**config.mk**
```make
export PLATFORM = sky130hd
export DESIGN_NAME = bcd_digit_entry
export DESIGN_NICKNAME = d
export VERILOG_FILES = /design/src/rtl/bcd_digit_entry.sv
export SDC_FILE = /design/constraint.sdc
export NUM_CORES = 1
export LEC_CHECK = 0
export ABC_AREA = 1
export CAP_MARGIN = 10
export CORE_ASPECT_RATIO = 0.75
export CORE_MARGIN = 3
export CORE_UTILIZATION = 55
export DETAILED_ROUTE_END_ITERATION = 12
export MAX_ROUTING_LAYER = met4
export PLACE_DENSITY_LB_ADDON = 0.15
export SYNTH_ARGS = -nofsm -noshare
export SYNTH_HDL_FRONTEND = slang
export SYNTH_SLANG_ARGS = --single-unit
```
**constraint.sdc**
```tcl
create_clock -name clk -period 5.1 [get_ports clk]
set_input_delay 1.53 -clock clk [delete_from_list [all_inputs] [get_ports clk]]
set_output_delay 1.53 -clock clk [all_outputs]
set_load 0.05 [all_outputs]
```
**src/rtl/bcd_digit_entry.sv**
```systemverilog
// Debounces keypad presses and assembles accepted BCD digits into a packed entry word.
// Latency: 1-cycle input register, DEBOUNCE cycles of registered chk, then store and strobe on the next edge.
// Backpressure: no wrap; when full, presses raise err until consume, clr, del or rst frees space.
module bcd_digit_entry #(
  parameter int NUM_DIGITS = 4,
  parameter int DEBOUNCE   = 3
) (
  input  logic                    clk,
  input  logic                    rst,
  input  logic                    chk,
  input  logic [3:0]              digit,
  input  logic                    clr,
  input  logic                    del,
  input  logic                    consume,
  output logic [4*NUM_DIGITS-1:0] bcd,
  output logic [2:0]              count,
  output logic                    full,
  output logic                    key_strobe,
  output logic                    err
);

  localparam logic [7:0] DB_LIM = 8'(DEBOUNCE);
  localparam logic [2:0] N_CNT  = 3'(NUM_DIGITS);

  typedef enum logic [1:0] {IDLE, ARM, HELD} state_t;

  state_t                  state, state_nxt;
  logic [7:0]              db_cnt, db_cnt_nxt;
  logic                    accept;
  logic                    chk_q;
  logic [3:0]              digit_q;
  logic                    do_consume, do_del, act_ok, store, reject;
  logic [4*NUM_DIGITS-1:0] bcd_push;

  // Register the encoder outputs once before they reach the debouncer.
  always_ff @(posedge clk) begin
    if (rst) begin
      chk_q   <= 1'b0;
      digit_q <= 4'h0;
    end else begin
      chk_q   <= chk;
      digit_q <= digit;
    end
  end

  // Debounce state and counter registers.
  always_ff @(posedge clk) begin
    if (rst) begin
      state  <= IDLE;
      db_cnt <= 8'd0;
    end else begin
      state  <= state_nxt;
      db_cnt <= db_cnt_nxt;
    end
  end

  // Debounce next-state: one accept per press, released only by chk dropping.
  always_comb begin
    state_nxt  = state;
    db_cnt_nxt = db_cnt;
    accept     = 1'b0;
    case (state)
      IDLE: begin
        if (chk_q) begin
          if (DB_LIM == 8'd1) begin
            accept     = 1'b1;
            state_nxt  = HELD;
            db_cnt_nxt = 8'd0;
          end else begin
            state_nxt  = ARM;
            db_cnt_nxt = 8'd1;
          end
        end
      end
      ARM: begin
        if (!chk_q) begin
          state_nxt  = IDLE;
          db_cnt_nxt = 8'd0;
        end else if (db_cnt + 8'd1 == DB_LIM) begin
          accept     = 1'b1;
          state_nxt  = HELD;
          db_cnt_nxt = 8'd0;
        end else begin
          db_cnt_nxt = db_cnt + 8'd1;
        end
      end
      HELD: begin
        if (!chk_q) state_nxt = IDLE;
      end
      default: begin
        state_nxt  = IDLE;
        db_cnt_nxt = 8'd0;
      end
    endcase
  end

  // New digit shifts in at the bottom so the first entered ends up on top.
  generate
    if (NUM_DIGITS == 1) begin : g_one
      assign bcd_push = digit_q;
    end else begin : g_many
      assign bcd_push = {bcd[4*NUM_DIGITS-5:0], digit_q};
    end
  endgenerate

  assign full       = (count == N_CNT);
  assign do_consume = consume && full;
  assign do_del     = del && (count != 3'd0);
  // An accept shadowed by a higher-priority buffer operation is silently dropped.
  assign act_ok     = accept && !clr && !do_consume && !do_del;
  assign store      = act_ok && (digit_q <= 4'd9) && !full;
  assign reject     = act_ok && !((digit_q <= 4'd9) && !full);

  // Entry buffer update in priority order clr > consume > del > accept.
  always_ff @(posedge clk) begin
    if (rst) begin
      bcd        <= '0;
      count      <= 3'd0;
      key_strobe <= 1'b0;
      err        <= 1'b0;
    end else begin
      key_strobe <= store;
      err        <= reject;
      if (clr || do_consume) begin
        bcd   <= '0;
        count <= 3'd0;
      end else if (do_del) begin
        bcd   <= bcd >> 4;
        count <= count - 3'd1;
      end else if (store) begin
        bcd   <= bcd_push;
        count <= count + 3'd1;
      end
    end
  end

endmodule
```
# Word-level counts from Yosys, hierarchy flattened
# Cells that the tools add are included.
# totals
in_bits	10
word_cells	59
output_inout_bits	22
regBits	36
# op_classes
mux	16
bitwise	1
reduce_logical	22
addsub	3
eq_ne	7
n_lt_le_gt_ge	1
# ops
op	count
$mux W12	2
$mux W8	3
$pmux W8 S3	1
$logic_and A1 B1 Y1	9
$add A8 B1 Y8 const B	1
$eq A8 B2 Y1 const B	1
$mux W2	4
$mux W3	2
$pmux W2 S3	1
$logic_not A1 Y1	5
$le A4 B4 Y1 const B	1
$ne A2 B2 Y1 const B	2
$add A3 B1 Y3 const B	1
$eq A3 B3 Y1 const B	1
$mux W1	3
$ne A3 B3 Y1 const B	1
$reduce_and A3 Y1	1
$reduce_bool A3 Y1	1
$reduce_or A3 Y1	1
$sub A3 B1 Y3 const B	1
$eq A2 B1 Y1 const B	1
$eq A2 B2 Y1 const B	1
$logic_not A2 Y1	1
$reduce_and A2 Y1	1
other kinds (4)	4

# Logic depth before layout (Yosys ltp)
# Gate-level depths: netlist of run 1.
# logic_depth
word_depth	12
depth_mapped	12
depth_no_buf	12

# Worst setup path before layout of run 1
# OpenSTA, ideal clock, no wires.
# synth_timing
kind	input -> register
start	input port del
end	register count[1]
n_path_buf	2
path_stages	7
setup_time_ns	0.071
arrival_ns	2.777
path_slack_ns	2.252
t_required_ns	5.029
cell_sequence	nand2_4 buf_2 buf_1 fa_1 inv_1 nand2_1 a21oi_1
# synth_between
elab_chain_cells	6
elab_cells_between_ends	7
cone_classes	mux: 1; reduce/logical: 6
# synth_rtl
item	line	source
start: declaration	13	input logic del,
$logic_and A1 B1 Y1 (*)	108	assign do_del = del && (count != 3'd0);
$logic_not A1 Y1	110	assign act_ok = accept && !clr && !do_consume && !do_del;
$logic_and A1 B1 Y1	110	
$logic_and A1 B1 Y1 (2 in a row)	111	assign store = act_ok && (digit_q <= 4'd9) && !full;
$reduce_bool A2 Y1 (no line)	n/a	
end signal: assignment	129	count <= count - 3'd1;
end signal: assignment	132	count <= count + 3'd1;
end: declaration	16	output logic [2:0] count,
# Every way passes the cells marked *; elsewhere a longest branch is shown, timed or not.
# A chain may end at the register's enable or synchronous reset.

# Final worst setup path of run 1
# layout_timing
start	input port del
end	register bcd[1]
# layout_between
elab_chain_cells	6
elab_cells_between_ends	7
cone_classes	mux: 1; reduce/logical: 6
# layout_rtl
item	line	source
$logic_and A1 B1 Y1 (*)	108	
$logic_not A1 Y1	110	
$logic_and A1 B1 Y1	110	
$logic_and A1 B1 Y1 (2 in a row)	111	
$reduce_bool A2 Y1 (no line)	n/a	
end signal: assignment	128	bcd <= bcd >> 4;
end signal: assignment	131	bcd <= bcd_push;
end: declaration	15	output logic [4*NUM_DIGITS-1:0] bcd,
# Marked as above.

==> results of run 1 <==
==> worst paths after layout <==
kind | slack [ps] | cells after the start | startpoint | endpoint
setup / recovery | 1720 | 8 | del | bcd[1]$_SDFFE_PP0P_
hold / removal | 490 | 2 | chk_q$_SDFF_PP0_ | state[1]$_SDFFE_PP0P_
setup reg to reg | 2860 | 8 | count[2]$_SDFFE_PP0P_ | bcd[1]$_SDFFE_PP0P_
hold reg to reg | 490 | 2 | chk_q$_SDFF_PP0_ | state[1]$_SDFFE_PP0P_
==> placed cells by master, fill, tap and decap left out, drive strengths merged, types with 3 or more instances in the layout <==
cell type | synthesis | layout
a21oi | 24 | 24
clkbuf | 3 | 6
clkdlybuf4s50 | 0 | 31
dfxtp | 36 | 36
inv | 27 | 27
mux2 | 8 | 8
nand2 | 60 | 60
nand3 | 27 | 27
nand4 | 3 | 3
nor2 | 24 | 24
o21ai | 7 | 7
==> cell families (layout without fill, tap and decap cells) <==
| kind of cell | count (synthesis) | count (layout) |
|---|---|---|
| AND/OR/NAND/NOR | 118 | 118 |
| multiplexers | 8 | 8 |
| AO/OA/AOI/OAI | 33 | 33 |
| adder cells (fa/ha/maj) | 3 | 3 |
| XOR/XNOR | 3 | 3 |
| flip-flops | 36 | 36 |
| buffers and inverters | 36 | 66 |
==> critical path: stages <==
cell             delay (ps)
clkdlybuf4s50_1         440
nand2_4                 320
nand3_1                 160
nor2_1                  200
nand4_4                 350
nand2_4                 340
nand2_1                  80
a21oi_1                 130
==> state kept, by name, summed over array words and instances (netlist names) <==
| register | flops |
|---|---|
| chk_q | 1 |
| err | 1 |
| bcd | 16 |
| state | 2 |
| count | 3 |
| digit_q | 4 |
| db_cnt | 8 |
| key_strobe | 1 |
==> power by group <==
| group | internal (uW) | switching, uW |
|---|---|---|
| clock | 108 | 102 |
| sequential | 284 | 1.95 |
| combinational | 10.2 | 13.2 |
==> routing by layer <==
layer  track usage, %  vias to the layer above
met5                -                        -
met4             4.74                        0
met3             8.30                        4
met2             28.1                       52
met1             30.0                      722
li1                 -                      817
==> metrics by stage <==
stage	cells	instance area, um2	hold slack, ps	setup slack, ps
2_1_floorplan	237	1840	459	2250
3_3_place_gp	297	2150	476	1490
3_5_place_dp	297	2150	481	1440
4_1_cts	305	2240	492	1700
5_1_grt	305	2240	505	1550
6_report	305	2240	487	1720
==> layout make-up <==
| type | instances | share of cell area, % |
|---|---|---|
| tap | 38 | 2.12 |
| multi-input combinational | 165 | 43.2 |
| inverter | 27 | 4.53 |
| clock buffer | 6 | 3.69 |
| sequential | 36 | 32.2 |
| timing repair buffer | 31 | 13.9 |
| clock inverter | 2 | 0.447 |
==> summary.txt, run 1 <==
Synth
  – Distinct cells, synth: 31
  – Avg Synthesized Cell Area: 7.75 um2
  – Synth warnings: 0
  – Post-synthesis xor/xnor area fraction: roughly 1.4%
  – Yosys top cell area share: between 30% and 40%
  – Yosys top cell by area: dfxtp_1
  – Ys flop type: dfxtp_1
  – Post-Syn Nets: between 200 and 300
  – Top-count cell post-synth: nand2_1
  – Post-synth ARST share: 0%
  – Post-synth top cells: nand2_1, dfxtp_1, nand3_1, inv_1, nor2_1
  – Mapped cell area: approximately 1800 um2
  – Main combinational cell family by area after synthesis: simple AND/OR/NAND/NOR gates
  – Post-synth EDFFs: 0
  – Synth area leaders: dfxtp_1, nand2_1, nand3_1
  – Post-synthesis simple-gate area fraction: 32.3%
  – Mux contribution to synthesized area: approximately 5%
  – Synthesized instance count: between 200 and 250
  – Register area share after synthesis: about two fifths
  – Adder-cell share of the synthesized area: under 10%
  – Compound-Gate Fraction of Synth Area: 11.5%
  – Count of state elements after synthesis: 36

Detailed routing
  – Pre-antenna DRT Iters: 4
  – Detail Route met2 WL: between 1500 and 2000 um
  – Drc violations: 0
  – Metal-1 WL: 1830 um
  – DRT antenna net count: 0
  – DR WL/cell: 12.5 um
  – Max layer used: met4
  – Met3 WL: 297 um
  – Total number of vias: 1595
  – Via density: ~5.2
  – Wirelength, routed: between 3000 and 4000 um
  – Drt first-iter violations: 106

Floorplanning
  – Die ar.: slightly above 4000 um2
  – Rows: 17
  – Die Wd: ~73 um
  – Die Height: about 56 um
  – Ports: 32
  – Core Box Area: around 3100 um2
  – Initial core utilization: between 50 and 60%

Clock tree
  – CTS clk-pin slew, worst paths: about 70 ps
  – H-tree levels: 2
  – # resized after CTS: 0
  – Post-CTS Hold Buffers: 0
  – CTS tree: done
  – Setup bufs post-CTS: 0
  – Clock Path Buffers: 2
  – Total CTS buffers: 5
  – Sink Count: 36
  – Worst-Skew Late Latency: approximately 290 ps
  – Clock root cell: clkbuf_8

Placed design
  – # port buffers: 31
  – GPL Wtd Cong: 0.793
  – Final HPWL from detailed placement: roughly 2700 um

Timing
  – Post-route setup TNS: 0 ps
  – RSZ-0062 raised after global routing: false
  – Final count of negative-setup-slack endpoints: 0
  – Pins Over Slew Limit: 0
  – Slew Limit Headroom: between 40% and 50%
  – Worst Max-Slew Pin Slew: between 800 and 900 ps
  – Achievable clock frequency: 295 MHz
  – Hold Fails Final Rpt: 0
  – Final setup skew: 1.70 ps
  – Final worst path period share: 66.4%
  – Final Critical Period: approximately 3400 ps

Worst setup path
  – Crit Path Category: in2reg
  – Critical Path RT: approximately 5300 ps
  – Worst Setup End Kind: register
  – Crit path DAT: between 3000 and 4000 ps
  – Startpoint Class: input port
  – Maximum fanout along the worst path: 35

Global route
  – First-pass GRT wire length: roughly 6500 um
  – Vias in the first global route: 1437
  – Pin count of the biggest net entering global routing: 36
  – Grt ovf: 0
  – Gr usage total: approximately a fifth
  – Initial antenna violation count: 0

Finish
  – Storage element area: just over 700 um2
  – Ratio of cells with drive above 1 in the final layout: a little under a fifth
  – Finished Core Util: ~73%
  – Number of diodes: 0
  – Nets: between 200 and 300
  – Layout overhead on the synthesized area: 21.9%
  – Fill cell count: approximately 250
  – Multi-input logic area: about 970 um2

Power
  – Leak Pwr: ~0.00087 uW
  – Power Density: 232 nW/um2
  – Total power: around 520 uW
  – Peak VDD IR: between 0.00015 and 0.0002 V

Flow run
  – Max_cap viols: 0

Hold path
  – Hold WC Path Type: reg2reg

Run status
  – Status: complete, no violations
No activity file was read; power rests on OpenSTA's default activity.
==> run 2, diff against run 1 <==
CORE_UTILIZATION = 47   (was 55)
clock period = 3.1 ns   (was 5.1 ns; I/O delays follow)
==> summary.txt, run 2 (synthesized netlist as in run 1, its figures left out) <==
Run status
  – Status: complete, no violations

Worst setup path
  – Critical path's slowest cell: clkdlybuf4s50_1
  – Maximum fanout along the worst path: 6 (-83%)
  – Crit Path Category: reg2out
  – Crit-path leading delay family: buffers and inverters
  – Startpoint Class: register
  – Reg2reg path depth: 10 (+2)
  – Crit path DAT: 1770 ps (-1810 ps)
  – Levels on crit path: 3 (-5)
  – Cell Chain, Critical Path: nand3_1, inv_1, clkdlybuf4s50_1
  – Buffers & Inverters on Critical Path: 2 (+1)
  – Critical Path RT: 2170 ps (-3130 ps)
  – Worst Setup End Kind: output port
  – Critical path's largest stage delay: 800 ps (+360 ps)

Power
  – Leak Pwr: 0.000885 uW (+1.4%)
  – Peak VDD IR: 0.000358 V (+84%)
  – Power Density: 378 nW/um2 (+63%)

Clock tree
  – H-tree levels: 2 (unchanged)
  – Sink Count: 36 (unchanged)
  – Clock root cell: clkbuf_8
  – CTS clk-pin slew, worst paths: 70 ps (about the same)
  – # resized after CTS: 0 (unchanged)
  – CTS tree: done
  – Clock Path Buffers: 2 (unchanged)
  – Total CTS buffers: 5 (unchanged)
  – Worst-Skew Late Latency: 280 ps (about the same)
  – Setup bufs post-CTS: 0 (unchanged)
  – Post-CTS Hold Buffers: 0 (unchanged)

Timing
  – Achievable clock frequency: 371 MHz
  – RSZ-0062 raised after global routing: false
  – Final setup skew: 9.00 ps (+7.31 ps)
  – Final worst path period share: roughly 87%
  – Final count of negative-setup-slack endpoints: 0 (unchanged)
  – Pins Over Slew Limit: 0 (unchanged)
  – Worst Hold Margin: 484 ps (-2.74 ps)
  – Post-route setup TNS: 0 ps (unchanged)
  – Final Critical Period: approximately 2700 ps
  – Hold Fails Final Rpt: 0 (unchanged)
  – Final WS setup: 403 ps (-1310 ps)
  – Worst Max-Slew Pin Slew: 850 ps (+9.79 ps)
  – Slew Limit Headroom: 43.2% (-0.65 points)

Detailed routing
  – Total number of vias: 1563 (-2.0%)
  – Drc violations: 0 (unchanged)
  – Via density: 4.87 (-6.9%)
  – DR WL/cell: 12.1 um (-3.3%)
  – Pre-antenna DRT Iters: 4 (unchanged)
  – Drt first-iter violations: 111 (+4.7%)
  – DRT antenna net count: 0 (unchanged)
  – Wirelength, routed: 3880 um (+1.8%)

Finish
  – Fill cell count: 337 (+33%)
  – Commonest non-fill, non-tap cell in the layout: nand2_1
  – Ratio of cells with drive above 1 in the final layout: 19.0% (+0.61 points)
  – Largest reg by FF count: bcd
  – Number of diodes: 0 (unchanged)
  – Top Registers: bcd: 16 flops, db_cnt: 8 flops, digit_q: 4 flops
  – Nets: 282 (+1.1%)
  – Layout overhead on the synthesized area: 24.3%
  – Max reg flops: 16 (unchanged)
  – Most frequent cells in the layout: nand2_1, dfxtp_1, clkdlybuf4s50_1, nand3_1, inv_1

Global route
  – Gr usage total: 18.8% (-2.3 points)
  – Pin count of the biggest net entering global routing: 34 (-5.6%)
  – First-pass GRT wire length: 6570 um (+0.52%)
  – Vias in the first global route: 1392 (-3.1%)
  – Initial antenna violation count: 0 (unchanged)
  – Grt ovf: 0 (unchanged)

Floorplanning
  – Rows: 19 (+2)
  – Initial core utilization: 49.5% (-10 points)
  – Die ar.: 4700 um2 (+15%)
  – Die Height: 60.1 um (+7.3%)
  – Die Wd: 78.2 um (+7.5%)
  – Core Box Area: 3710 um2 (+21%)
  – Ports: 32 (unchanged)

Placed design
  – Final HPWL from detailed placement: 2730 um (+0.26%)
  – # port buffers: 31 (unchanged)
  – GPL Wtd Cong: 0.824 (+3.9%)
  – Pre-CTS setup slack: 573 ps (-866 ps)

Flow run
  – Max_cap viols: 0 (unchanged)

Hold path
  – WHS Path Cells: 2 (unchanged)
  – Hold WC Path Type: reg2reg
## run 2: cell count changes in the layout (fill, tap and decap cells not counted), sizes merged
cell | before | now
buf | 0 | 3
clkinv | 2 | 0
clkbuf | 6 | 7
## run 2: worst min-delay path: cells and delay by family, from the launching register on
kind | cells | cell delay (ps)
and+or+nand+nor | 1 | 60
DFF | 1 | 320
AOI/OAI and AO/OA | 1 | 50
## run 2: per-layer routing
metal	GRT usage [%]	share of wire, %	vias up
met3	6.02	4.2	5
met4	6.73	1.3	0
met2	25.2	41	32
met5	-	0	-
met1	26.3	54	699
li1	-	-	827
## run 2: worst paths after layout
kind                                from                      to  slack (ps)
setup / recovery   count[2]$_SDFFE_PP0P_                    full         400
hold / removal    db_cnt[7]$_SDFFE_PP0P_  db_cnt[7]$_SDFFE_PP0P_         480
setup reg to reg  db_cnt[1]$_SDFFE_PP0P_     bcd[6]$_SDFFE_PP0P_        1140
hold reg to reg   db_cnt[7]$_SDFFE_PP0P_  db_cnt[7]$_SDFFE_PP0P_         480
## run 2: final cells by class
class                           instances  area [um2]  share of cell area [%]
Clock buffer                            7        96.3                    4.22
Inverter                               27         101                    4.44
Multi-Input combinational cell        165         966                    42.3
Sequential cell                        36         721                    31.6
Tap cell                               52        65.1                    2.85
Timing Repair Buffer                   34         333                    14.6
## run 2: metrics by stage
stage / instance area [um2] / utilization [%] / cells / total power, uW
floorplan: 1840 / - / 237 / 502
CTS: 2280 / 61.5 / 321 / 876
finish: 2280 / 61.5 / 321 / 863
global placement: 2190 / 58.9 / 314 / 521
detailed placement: 2190 / 58.9 / 314 / 521
global route: 2280 / 61.5 / 321 / 895
## run 2: power by group
part | switching [uW] | leakage, uW | total (uW) | internal, uW
registers | 3.17 | 0.000292 | 471 | 467
clock network | 155 | 0.0000503 | 353 | 198
logic | 22.4 | 0.000543 | 40.1 | 17.6
